File: src/rtl/fila_pkg.sv
// Shared definitions for the queue and its consumer: FSM state type and timing defaults.
package fila_pkg;

    // Edges from the dequeue sample until queue head data is valid to capture.
    localparam int unsigned LAT_DADO_DEF = 2;
    // Edges from the dequeue sample until the queue's len_out reflects the pop.
    localparam int unsigned LAT_LEN_DEF  = 5;

    localparam int unsigned CNT_W = 4;

    typedef enum logic [2:0] {
        StIdle     = 3'd0,
        StReq      = 3'd1,
        StWaitDado = 3'd2,
        StHold     = 3'd3,
        StSettle   = 3'd4
    } fila_cons_state_t;

    // Saturating increment for the latency counter.
    function automatic logic [CNT_W-1:0] sat_inc(input logic [CNT_W-1:0] v);
        return (v == {CNT_W{1'b1}}) ? v : v + 1'b1;
    endfunction

endpackage

File: src/rtl/fila_consumidor.sv
// Queue consumer: pops one byte at a time, waits out the queue's data and length latencies,
// and hands each byte downstream with a valid/ready handshake.
module fila_consumidor
    import fila_pkg::*;
#(
    parameter int unsigned DATA_W   = 8,
    parameter int unsigned LAT_DADO = LAT_DADO_DEF,
    parameter int unsigned LAT_LEN  = LAT_LEN_DEF
) (
    input  logic              clk_10KHz,
    input  logic              reset,
    input  logic              enable_in,
    input  logic [7:0]        len_in,
    input  logic [DATA_W-1:0] data_in,
    output logic              dequeue_out,
    output logic [DATA_W-1:0] data_out,
    output logic              valid_out,
    input  logic              ready_in,
    output logic [15:0]       consumidos_out
);

    localparam logic [CNT_W-1:0] LatDadoC = CNT_W'(LAT_DADO);
    localparam logic [CNT_W-1:0] LatLenC  = CNT_W'(LAT_LEN);

    fila_cons_state_t  state_q, state_d;
    logic [CNT_W-1:0]  cnt_q, cnt_d;
    logic [DATA_W-1:0] data_q, data_d;
    logic              valid_q, valid_d;
    logic [15:0]       cons_q, cons_d;

    // Next-state logic; cnt_d is the counter value after this edge, so the
    // latency tests below fire on the edge where the count is reached.
    always_comb begin
        state_d = state_q;
        cnt_d   = sat_inc(cnt_q);
        data_d  = data_q;
        valid_d = valid_q;
        cons_d  = cons_q;
        case (state_q)
            StIdle: begin
                if (enable_in && (len_in != 8'd0)) begin
                    state_d = StReq;
                end
            end
            StReq: begin
                cnt_d   = '0;
                state_d = StWaitDado;
            end
            StWaitDado: begin
                if (cnt_d == LatDadoC) begin
                    data_d  = data_in;
                    valid_d = 1'b1;
                    state_d = StHold;
                end
            end
            StHold: begin
                if (ready_in) begin
                    valid_d = 1'b0;
                    cons_d  = cons_q + 16'd1;
                    state_d = (cnt_d >= LatLenC) ? StIdle : StSettle;
                end
            end
            StSettle: begin
                // Hold off until len_in has caught up with the pop.
                if (cnt_d >= LatLenC) begin
                    state_d = StIdle;
                end
            end
            default: begin
                state_d = StIdle;
                valid_d = 1'b0;
            end
        endcase
    end

    // State registers with asynchronous active-low reset.
    always_ff @(posedge clk_10KHz or negedge reset) begin
        if (!reset) begin
            state_q <= StIdle;
            cnt_q   <= '0;
            data_q  <= '0;
            valid_q <= 1'b0;
            cons_q  <= '0;
        end else begin
            state_q <= state_d;
            cnt_q   <= cnt_d;
            data_q  <= data_d;
            valid_q <= valid_d;
            cons_q  <= cons_d;
        end
    end

    assign dequeue_out    = (state_q == StReq);
    assign data_out       = data_q;
    assign valid_out      = valid_q;
    assign consumidos_out = cons_q;

endmodule

File: config.mk
export PLATFORM = sky130hd
export DESIGN_NAME = fila_consumidor
export DESIGN_NICKNAME = d
export VERILOG_FILES = /design/src/rtl/fila_pkg.sv /design/src/rtl/fila_consumidor.sv
export SDC_FILE = /design/constraint.sdc
export NUM_CORES = 1
export LEC_CHECK = 0
export ABC_AREA = 1
export BUFFER_PORTS_ARGS = -buffer_cell sky130_fd_sc_hd__buf_2
export CELL_PAD_IN_SITES_DETAIL_PLACEMENT = 0
export CELL_PAD_IN_SITES_GLOBAL_PLACEMENT = 1
export CORE_UTILIZATION = 38
export DETAILED_ROUTE_END_ITERATION = 7
export PLACE_DENSITY = 0.74
export SYNTH_ARGS = -nofsm -noshare
export SYNTH_HDL_FRONTEND = slang
export SYNTH_SLANG_ARGS = --single-unit
File: constraint.sdc
create_clock -name clk_10KHz -period 1.9 [get_ports clk_10KHz]
set_input_delay 0.19 -clock clk_10KHz [delete_from_list [all_inputs] [get_ports clk_10KHz]]
set_output_delay 0.19 -clock clk_10KHz [all_outputs]
set_load 0.05 [all_outputs]
# Word-level counts from Yosys, hierarchy flattened
# Index checks and enable logic that the tools add are counted.
# op_classes
n_addsub	2
magnitude_cmp	1
eq_ne	10
mux	11
bitwise_logic	1
n_reduce_logical	8
# op_table
op	n
$add 16x1->16 const B	1
$mux 3	5
$pmux 3 s5	1
$mux 4	2
$ne 2x2->1 const B	4
$reduce_bool 8->1	1
$eq 3x2->1 const B	2
$add 4x1->4 const B	1
$eq 4x2->1 const B	1
$eq 4x4->1 const B	1
$ge 4x3->1 const B	1
$reduce_and 2->1	2
$reduce_and 4->1	1
$eq 3x1->1 const B	1
$eq 3x3->1 const B	1
$logic_not 3->1	1
$pmux 1 s3	1
$reduce_and 3->1	1
$reduce_or 3->1	1
$mux 1	2
$logic_and 1x1->1	1
$not 1->1	1
# totals
ff_bits	32
input_bits	20
output_inout_bits	26
word_cells	38

# Logic depth before layout (Yosys ltp)
# Gate-level depths: netlist (run 1).
# depth
word_depth	6
depth_mapped	12

# Worst setup path before layout (run 1)
# No wires, ideal clock.
# synth_path
kind	register to register
start	reg state_q[1]
end	reg valid_q (netlist: valid_out)
setup_time_ns	0.066
t_arrival_ns	2.142
path_slack_ns	-0.308
stages_incl_launch_ff	6
n_path_buf	0
period_less_slack_ns	2.208
cell_sequence	dfrtp_1 -> nor3_1 -> inv_1 -> nand2_1 -> o21ai_1 -> nand2_1
# synth_via
elab_chain_cells	4
elab_cells_between_ends	11
# synth_rtl
item	line_no	rtl
start, declared	fila_consumidor.sv:25	fila_cons_state_t state_q, state_d;
start signal, assigned	fila_consumidor.sv:79	state_q <= StIdle;
start signal, assigned	fila_consumidor.sv:85	state_q <= state_d;
$eq 3x1->1 *	n/a	
net dequeue_out	fila_consumidor.sv:15	output logic dequeue_out,
$reduce_or 3->1 (no source line) *	n/a	
$not 1->1 (no source line)	n/a	
$reduce_and 3->1 (no source line)	n/a	
end signal, assigned	fila_consumidor.sv:88	valid_q <= valid_d;
end, declared	fila_consumidor.sv:28	logic valid_q, valid_d;
# Mark *: on every way through the listed nets, which the timed path passes. The rest lies on a longest branch.
# A chain may end at the register's enable or synchronous reset.

# Final worst setup path (run 1)
# layout_path
start	reg cnt_q[0]
end	reg data_q[6] (netlist: data_out[6])
# layout_via
elab_chain_cells	4
elab_cells_between_ends	5
# layout_rtl
item	line_no	rtl
start, declared	fila_consumidor.sv:26	logic [CNT_W-1:0] cnt_q, cnt_d;
start signal, assigned	fila_consumidor.sv:86	cnt_q <= cnt_d;
$add 4x1->4 / $eq 4x4->1 (equally long branches)	fila_pkg.sv:21	return (v == {CNT_W{1'b1}}) ? v : v + 1'b1;
$mux 4 *	fila_pkg.sv:21	
$eq 4x2->1 *	fila_consumidor.sv:50	if (cnt_d == LatDadoC) begin
$reduce_and 2->1 (no source line) *	n/a	
end signal, assigned	fila_consumidor.sv:87	data_q <= data_d;
end, declared	fila_consumidor.sv:27	logic [DATA_W-1:0] data_q, data_d;
# Every way passes the cells marked *; elsewhere a longest branch is shown, timed or not.

==> impl_metrics.env, run 1 <==
export IMPL_cp_max_fo=9
export IMPL_via_per_inst=4.46
export IMPL_yosys_warnings=0
export IMPL_mostFrequentLayoutCells="nand2_1, buf_2, dfrtp_1"
export IMPL_nets=272
export IMPL_n_antenna_cell=0
export IMPL_drcViolationCount=0
export IMPL_finalHoldWorstSlack_ns=0.105
export IMPL_post_cts_setup_buffer_count=0
export IMPL_area_growth_pct=23.5
export IMPL_worstHoldStart="data_in[2]"
export IMPL_clock_latency_ns=0.28
export IMPL_avgSynthCellArea_um2=8.76
export IMPL_period_share_pct=91.4
export IMPL_r2r_start="cnt_q[0]$_DFF_PN0_"
export IMPL_p_per_area_nw_per_um2=1640
export IMPL_slew_headroom_pct=52.4
export IMPL_rsz0062_at_grt="no"
export IMPL_r2r_slack_ns=0.16
export IMPL_path_clk_slew_ns=0.06
export IMPL_place_gp_congestion=0.781
export IMPL_post_route_cell_area_um2=2100
export IMPL_synthesis_nets=218
export IMPL_die_w_um=68.9
export IMPL_clk_path_buf_depth=2
export IMPL_h_tree_depth=2
export IMPL_core_area_um2=4140
export IMPL_place_ws_ns=0.164
export IMPL_netlist_area_leader_share_pct=47.1
export IMPL_cap_violations=0
export IMPL_path_class="reg2reg"
export IMPL_setup_worst_path_start_class="flop"
export IMPL_layout_drive_gt1_share_pct=29.3
export IMPL_ys_ff_latch=32
export IMPL_grt_use_total_pct=16.1
export IMPL_antenna_found_initial=0
export IMPL_synth_cell_type_count=25
export IMPL_cts_tree="done"
export IMPL_place_hpwl_um=2510
export IMPL_cts_buffers=5
export IMPL_grt_overflow=0
export IMPL_hp_class="in2reg"
export IMPL_yosysTopAreaCell="dfrtp_1"
export IMPL_yosysSeqAreaShare_pct=47.1
export IMPL_dieArea_um2=4750
export IMPL_grt_start_max_net_pins=33
export IMPL_status="complete, no violations"
export IMPL_fin_ws_ns=0.163
export IMPL_vdd_ir_drop_worst_v=0.000784
export IMPL_syn_inst=194
export IMPL_end_kind="flop"
export IMPL_drt_wirelength_per_cell_um=11.2
export IMPL_crit_required_ns=2.07
export IMPL_period_needed_ns=1.74
export IMPL_cp_arrival_ns=1.91
export IMPL_grt_pass1_wl_um=5370
export IMPL_tns_ns=0
export IMPL_dpl_instance_area_um2=2000
export IMPL_power_leakage_nw=1.18
export IMPL_drt_wl_total_um=3340
export IMPL_grt_pass1_vias=1132
export IMPL_dr_pass1_iters=4
export IMPL_synthTopCellsByArea="dfrtp_1, nand2_1, xnor2_1, inv_1, nor2_1"
export IMPL_setup_viol=0
export IMPL_io_buffers=45
export IMPL_hold_viol_final=0
export IMPL_ff2ff_path_depth=9
export IMPL_ant_nets=0
export IMPL_drtIter0Drc=70
export IMPL_skew_ns=0.00320
export IMPL_slew_violations=0
export IMPL_clockRootBuffer="clkbuf_8"
export IMPL_clock_sinks=32
export IMPL_holdPathStages=3
export IMPL_fmax_ghz=0.576
export IMPL_dieHeight_um=68.9
export IMPL_fp_row_count=23
export IMPL_syn_area_um2=1700
export IMPL_power_w=0.00344
export IMPL_num_vias=1334
export IMPL_final_common_cell="nand2_1"
export IMPL_regToRegEndpoint="data_out[6]$_DFFE_PN0P_"
export IMPL_ioPinCount=46
export IMPL_initial_core_util_pct=41.0
export IMPL_tightest_slew_ns=0.714
export IMPL_hold_end="data_out[2]$_DFFE_PN0P_"
-- cells in the mapped netlist --
master,count
a31oi_1,1
dfrtp_1,32
ha_1,4
inv_1,18
inv_2,4
nand2_1,66
nand2_2,3
nand2_4,1
nand3_1,6
nand3_2,1
nand3_4,2
nand3b_1,1
nand4_1,9
nand4_2,1
nor2_1,16
nor2_4,2
nor2_8,2
nor3_1,4
nor3_2,1
o21ai_0,1
o21ai_1,2
o21ai_2,1
xnor2_1,8
xnor2_2,2
xor2_1,6
-- state kept, by name, indices dropped and copies added (netlist names) --
name / cells
cnt_q: 4
valid_out: 1
consumidos_out: 16
data_out: 8
state_q: 3
-- area by class of cell --
class / instances / area, um2
Multi-Input combinational cell: 140 / 822
Clock buffer: 8 / 90.1
Fill cell: 424 / 2040
Timing Repair Buffer: 47 / 243
Sequential cell: 32 / 801
Inverter: 22 / 82.6
Tap cell: 50 / 62.6
-- worst max-delay path, stage by stage (launching register included) --
cell and delay, ns:
dfrtp_1 0.44, ha_1 0.29, nand2_1 0.09, nand2_1 0.06, o21ai_2 0.23, nand3_4 0.14, nor2_8 0.16, inv_2 0.10
nand2_1 0.07, nand2_1 0.05
-- how the worst max path moves through the flow --
stage	start	endpoint	slack, ns
3_5_place_dp	cnt_q[0]$_DFF_PN0_	data_out[7]$_DFFE_PN0P_	0.16
2_1_floorplan	consumidos_out[0]$_DFFE_PN0P_	consumidos_out[12]$_DFFE_PN0P_	0.18
6_report	cnt_q[0]$_DFF_PN0_	data_out[6]$_DFFE_PN0P_	0.16
5_1_grt	cnt_q[0]$_DFF_PN0_	data_out[5]$_DFFE_PN0P_	0.03
3_3_place_gp	cnt_q[0]$_DFF_PN0_	data_out[4]$_DFFE_PN0P_	0.24
4_1_cts	cnt_q[0]$_DFF_PN0_	data_out[6]$_DFFE_PN0P_	0.16
-- where the power goes --
part	switching [W]	internal, W
sequential	0.000249	0.000919
combinational	0.00127	0.000475
clock	0.000235	0.000295
total	0.00176	0.00169
-- cell families after synthesis --
group / after synthesis / synth area share [%]
compound gates: 5 / 1.77
flops: 32 / 47.1
simple gates: 115 / 34.2
xor+xnor: 16 / 9.12
fa+ha+maj: 4 / 2.94
buf+inv: 22 / 4.86
-- routing by layer --
metal / global-route usage (%) / wire, um
met5: 0 / 0
met4: 7.65 / 46
met3: 5.59 / 192
met2: 21.0 / 1320
met1: 23.2 / 1780
-- per-stage QoR --
step | utilization (%) | instances
3_5_place_dp | 48.3 | 290
2_1_floorplan | - | 194
5_1_grt | 50.7 | 299
6_report | 50.7 | 299
3_3_place_gp | 48.3 | 290
4_1_cts | 50.7 | 299
-- timing repair --
item,in CTS,in global routing
hold buffers,1,0
endpoints found under the hold margin,32,0
resized for setup,0,0
No activity file was read; power rests on OpenSTA's default activity.
==> inputs of run 2 (changes only) <==
--- a/config.mk
+++ b/config.mk
@@ -9,9 +9,9 @@
 export BUFFER_PORTS_ARGS = -buffer_cell sky130_fd_sc_hd__buf_2
 export CELL_PAD_IN_SITES_DETAIL_PLACEMENT = 0
 export CELL_PAD_IN_SITES_GLOBAL_PLACEMENT = 1
-export CORE_UTILIZATION = 38
+export CORE_UTILIZATION = 41
 export DETAILED_ROUTE_END_ITERATION = 7
-export PLACE_DENSITY = 0.74
+export PLACE_DENSITY = 0.8
 export SYNTH_ARGS = -nofsm -noshare
 export SYNTH_HDL_FRONTEND = slang
 export SYNTH_SLANG_ARGS = --single-unit
==> constraint.sdc (replaced) <==
create_clock -name clk_10KHz -period 2.25 [get_ports clk_10KHz]
set_input_delay 0.225 -clock clk_10KHz [delete_from_list [all_inputs] [get_ports clk_10KHz]]
set_output_delay 0.225 -clock clk_10KHz [all_outputs]
set_load 0.05 [all_outputs]
==> impl_metrics.env, run 2 (same netlist as run 1, synthesis figures left out) <==
export IMPL_drcViolationCount=0
export IMPL_p_per_area_nw_per_um2=1390
export IMPL_nets=271
export IMPL_grt_start_max_net_pins=33
export IMPL_post_route_cell_area_um2=2090
export IMPL_top_layer="met4"
export IMPL_clockRootBuffer="clkbuf_8"
export IMPL_crit_required_ns=2.42
export IMPL_n_antenna_cell=0
export IMPL_clock_latency_ns=0.28
export IMPL_cp_max_fo=9
export IMPL_hold_buffers=0
export IMPL_cp_arrival_ns=1.86
export IMPL_place_hpwl_um=2400
export IMPL_rsz0062_at_grt="no"
export IMPL_fp_row_count=23
export IMPL_largest_reg_flops=16
export IMPL_hold_viol_final=9
export IMPL_final_common_cell="nand2_1"
export IMPL_setup_worst_path_start_class="flop"
export IMPL_multi_input_area_um2=817
export IMPL_area_growth_pct=23.0
export IMPL_regArea_um2=801
export IMPL_place_gp_congestion=0.805
export IMPL_dpl_instance_area_um2=2000
export IMPL_clk_path_buf_depth=2
export IMPL_grt_overflow=0
export IMPL_initial_core_util_pct=42.5
export IMPL_tightest_slew_ns=0.706
export IMPL_slew_violations=0
export IMPL_vdd_ir_drop_worst_v=0.000759
export IMPL_power_leakage_nw=1.18
export IMPL_drt_wl_total_um=3200
export IMPL_placedCellCount=290
export IMPL_finalNonFillerCells=297
export IMPL_period_share_pct=74.9
export IMPL_path_clk_slew_ns=0.06
export IMPL_ctsResizeCount=0
export IMPL_antenna_found_initial=0
export IMPL_skew_ns=0.00386
export IMPL_routed_wl_met2_um=1380
export IMPL_drt_wirelength_per_cell_um=10.8
export IMPL_ant_nets=0
export IMPL_clock_sinks=32
export IMPL_end_kind="flop"
export IMPL_nFillCells=380
export IMPL_cts_tree="done"
export IMPL_io_buffers=45
export IMPL_status="finished with violations"
export IMPL_drtIter0Drc=78
export IMPL_post_cts_setup_buffer_count=0
export IMPL_grt_pass1_wl_um=5510
export IMPL_finalHoldWorstSlack_ns=-0.00449
export IMPL_violations="negative hold slack"
export IMPL_dieHeight_um=66.4
export IMPL_wl_met1_um=1640
export IMPL_core_area_um2=4000
export IMPL_fmax_ghz=0.593
export IMPL_finish_utilization_pct=52.3
export IMPL_hp_class="in2async"
export IMPL_ff2ff_path_depth=9
export IMPL_die_w_um=66.4
export IMPL_num_vias=1363
export IMPL_grt_pass1_vias=1273
export IMPL_h_tree_depth=2
export IMPL_via_per_inst=4.59
export IMPL_layout_drive_gt1_share_pct=29.6
export IMPL_wl_met3_um=129
export IMPL_period_needed_ns=1.69
export IMPL_ioPinCount=46
export IMPL_tns_ns=0
export IMPL_slew_headroom_pct=52.9
export IMPL_cap_violations=0
export IMPL_cts_buffers=5
export IMPL_mostFrequentLayoutCells="nand2_1, buf_2, dfrtp_1"
export IMPL_dr_pass1_iters=4
export IMPL_dieArea_um2=4410
export IMPL_setup_viol=0
export IMPL_grt_use_total_pct=16.7
export IMPL_path_class="reg2reg"
## run 2: routing by layer
metal	global-route usage (%)	vias to the layer above
li1	-	714
met1	22.7	612
met2	25.3	31
met3	3.62	6
met4	7.18	0
met5	0	-
## run 2: final timing paths
| kind | endpoint | slack [ns] | start |
|---|---|---|---|
| hold / removal | consumidos_out[1]$_DFFE_PN0P_ | -0.004 | reset |
| min in group clk_10KHz | data_out[5]$_DFFE_PN0P_ | 0.14 | data_in[5] |
| max in group asynchronous | cnt_q[1]$_DFF_PN0_ | 1.80 | reset |
| setup reg to reg | data_out[1]$_DFFE_PN0P_ | 0.56 | cnt_q[0]$_DFF_PN0_ |
| hold reg to reg | data_out[7]$_DFFE_PN0P_ | 0.46 | data_out[7]$_DFFE_PN0P_ |
| setup / recovery | data_out[1]$_DFFE_PN0P_ | 0.56 | cnt_q[0]$_DFF_PN0_ |
## run 2: power by group
part	switching, W	internal, W
combinational	0.00106	0.000397
sequential	0.000203	0.000776
clock	0.000199	0.000272
## run 2: worst max-delay path, stage by stage (launching register included)
cell and delay [ns]:
dfrtp_1 0.43, ha_1 0.28, nand2_1 0.08, nand2_1 0.06
o21ai_2 0.22, nand3_4 0.13, nor2_8 0.16, inv_2 0.10
nand2_1 0.07, nand2_1 0.04
## run 2: metrics by stage
stage / worst slack, ns / total power [W]
finish: 0.564 / 0.00290
global route: 0.397 / 0.00314
CTS: 0.537 / 0.00294
detailed placement: 0.548 / 0.00245
global placement: 0.584 / 0.00245
floorplan: 0.0422 / 0.00212
## run 2: cell type report
cell class / instances / share of cell area [%]
Tap cell: 50 / 2.99
Sequential cell: 32 / 38.3
Timing Repair Buffer: 46 / 11.1
Multi-Input combinational cell: 140 / 39.1
Clock buffer: 7 / 4.61
Inverter: 22 / 3.95
==> inputs of run 3 (changes only) <==
--- a/config.mk
+++ b/config.mk
@@ -9,9 +9,9 @@
 export BUFFER_PORTS_ARGS = -buffer_cell sky130_fd_sc_hd__buf_2
 export CELL_PAD_IN_SITES_DETAIL_PLACEMENT = 0
 export CELL_PAD_IN_SITES_GLOBAL_PLACEMENT = 1
-export CORE_UTILIZATION = 41
+export CORE_UTILIZATION = 34
 export DETAILED_ROUTE_END_ITERATION = 7
-export PLACE_DENSITY = 0.8
+export PLACE_DENSITY = 0.7
 export SYNTH_ARGS = -nofsm -noshare
 export SYNTH_HDL_FRONTEND = slang
 export SYNTH_SLANG_ARGS = --single-unit
==> constraint.sdc (replaced) <==
create_clock -name clk_10KHz -period 1.5 [get_ports clk_10KHz]
set_input_delay 0.15 -clock clk_10KHz [delete_from_list [all_inputs] [get_ports clk_10KHz]]
set_output_delay 0.15 -clock clk_10KHz [all_outputs]
set_load 0.05 [all_outputs]
==> impl_metrics.env, run 3 (same netlist as run 1, synthesis figures left out) <==
export IMPL_status="finished with violations"
export IMPL_violations="negative setup slack"
export IMPL_dr_pass1_iters=4
export IMPL_worst_path_stages=12
export IMPL_via_per_inst=4.41
export IMPL_clockRootBuffer="clkbuf_8"
export IMPL_finalNonFillerCells=337
export IMPL_layout_drive_gt1_share_pct=49.3
export IMPL_r2r_start="cnt_q[1]$_DFF_PN0_"
export IMPL_area_growth_pct=44.9
export IMPL_critical_path_max_stage_delay_ns=0.44
export IMPL_grt_pass1_vias=1386
export IMPL_placedCellCount=321
export IMPL_grt_pass1_wl_um=6350
export IMPL_period_needed_ns=1.55
export IMPL_slew_violations=0
export IMPL_nFillCells=475
export IMPL_cts_tree="done"
export IMPL_power_leakage_nw=1.30
export IMPL_clock_sinks=32
export IMPL_hold_viol_final=0
export IMPL_num_vias=1485
export IMPL_period_share_pct=103
export IMPL_grt_start_max_net_pins=14
export IMPL_fin_ws_ns=-0.0524
export IMPL_vdd_ir_drop_worst_v=0.000871
export IMPL_cts_buffers=5
export IMPL_path_clk_slew_ns=0.07
export IMPL_slowest_stage="dfrtp_2"
export IMPL_ant_nets=0
export IMPL_r2r_slack_ns=-0.05
export IMPL_crit_path_start="cnt_q[1]$_DFF_PN0_"
export IMPL_clock_latency_ns=0.28
export IMPL_grt_overflow=0
export IMPL_ff2ff_path_depth=12
export IMPL_drcViolationCount=0
export IMPL_place_gp_congestion=0.751
export IMPL_io_buffers=45
export IMPL_crit_required_ns=1.67
export IMPL_end_kind="flop"
export IMPL_final_common_cell="nand2_1"
export IMPL_setup_viol=11
export IMPL_path_class="reg2reg"
export IMPL_rsz0062_at_grt="yes"
export IMPL_cp_arrival_ns=1.72
export IMPL_cp_max_fo=3
export IMPL_holdPathStages=3
export IMPL_fp_row_count=25
export IMPL_p_per_area_nw_per_um2=2130
export IMPL_drtIter0Drc=70
export IMPL_cap_violations=0
export IMPL_fmax_ghz=0.644
export IMPL_cpMostUsedCell="nand2_1"
export IMPL_ioPinCount=46
export IMPL_initial_core_util_pct=35.8
export IMPL_die_w_um=72.7
export IMPL_clk_path_buf_depth=2
export IMPL_place_hpwl_um=2780
export IMPL_dieArea_um2=5290
export IMPL_place_ws_ns=-0.0818
export IMPL_skew_ns=0.00452
export IMPL_hp_class="in2reg"
export IMPL_h_tree_depth=2
export IMPL_setup_worst_path_start_class="flop"
export IMPL_slew_headroom_pct=79.3
export IMPL_crit_family="simple AND/OR/NAND/NOR gates"
export IMPL_worstHoldStart="data_in[3]"
export IMPL_largest_reg_flops=16
export IMPL_path_buf_inv=3
export IMPL_tightest_slew_ns=0.309
export IMPL_dieHeight_um=72.7
export IMPL_drt_wl_total_um=3910
export IMPL_mostFrequentLayoutCells="nand2_1, buf_2, dfrtp_1"
export IMPL_cp_cell_sequence="inv_2 -> buf_6 -> buf_4 -> nand4_1 -> nand2_1 -> nand3_1 -> nand2_1 -> nand2_2 -> nand2_2 -> nand2_4 -> nand3_2 -> nand2_1"
export IMPL_drt_wirelength_per_cell_um=11.6
export IMPL_n_antenna_cell=0
export IMPL_grt_use_total_pct=15.7
export IMPL_nets=293
export IMPL_antenna_found_initial=0
export IMPL_core_area_um2=4750
==> run 3: power by group <==
part | total, W | internal, W | switching (W) | leakage, nW
Sequential | 0.00152 | 0.00118 | 0.000334 | 0.395
Clock | 0.000688 | 0.000374 | 0.000314 | 0.0455
Combinational | 0.00304 | 0.00112 | 0.00192 | 0.862
Total | 0.00524 | 0.00268 | 0.00257 | 1.30
==> run 3: timing repair <==
action                                 CTS  global route
cloned                                   0             0
setup endpoints to repair               13            17
resized for setup                       17            26
hold buffers                             1             0
pin swaps                               12            10
buffers inserted                         7             1
endpoints found under the hold margin   11             0
==> run 3: final timing paths <==
kind,end
worst min register to register,data_out[7]$_DFFE_PN0P_
worst max-delay path,state_q[2]$_DFFE_PN0P_
max in group asynchronous,consumidos_out[6]$_DFFE_PN0P_
worst max register to register,state_q[2]$_DFFE_PN0P_
min in group asynchronous,valid_out$_DFFE_PN0P_
worst min-delay path,data_out[3]$_DFFE_PN0P_
==> run 3: layout make-up <==
class                   count  area, um2  area share (%)
well taps                  67       83.8            3.40
flip-flops and latches     32        812            33.0
repair buffers             68        422            17.1
clock buffers               8       90.1            3.66
inverters                  22       90.1            3.66
multi-input cells         140        966            39.2
==> run 3: per-stage QoR <==
step	utilization [%]	cell area [um2]	hold WS [ns]	TNS (ns)	total power [W]
after global routing	51.8	2460	0.0754	-1.55	0.00560
final	51.8	2460	0.0612	-0.408	0.00524
after floorplan	-	1750	-0.146	-0.279	0.00328
after detailed placement	45.6	2170	0.0676	-0.297	0.00405
after global placement	45.6	2170	0.0699	-0.268	0.00405
after CTS	50.0	2380	0.0587	-0.0888	0.00512
==> run 3: routing by layer <==
| layer | share of wire, % | global-route usage (%) |
|---|---|---|
| met1 | 48 | 22.3 |
| met2 | 46 | 23.6 |
| met3 | 4.3 | 2.62 |
| met4 | 1.5 | 6.97 |
| met5 | 0 | 0 |
==> run 3: worst reg2reg max path, stage by stage (launching register included) <==
cell     delay [ns]
dfrtp_2        0.44
inv_2          0.10
buf_6          0.10
buf_4          0.10
nand4_1        0.09
nand2_1        0.10
nand3_1        0.08
nand2_1        0.11
nand2_2        0.07
nand2_2        0.07
nand2_4        0.06
nand3_2        0.06
nand2_1        0.05
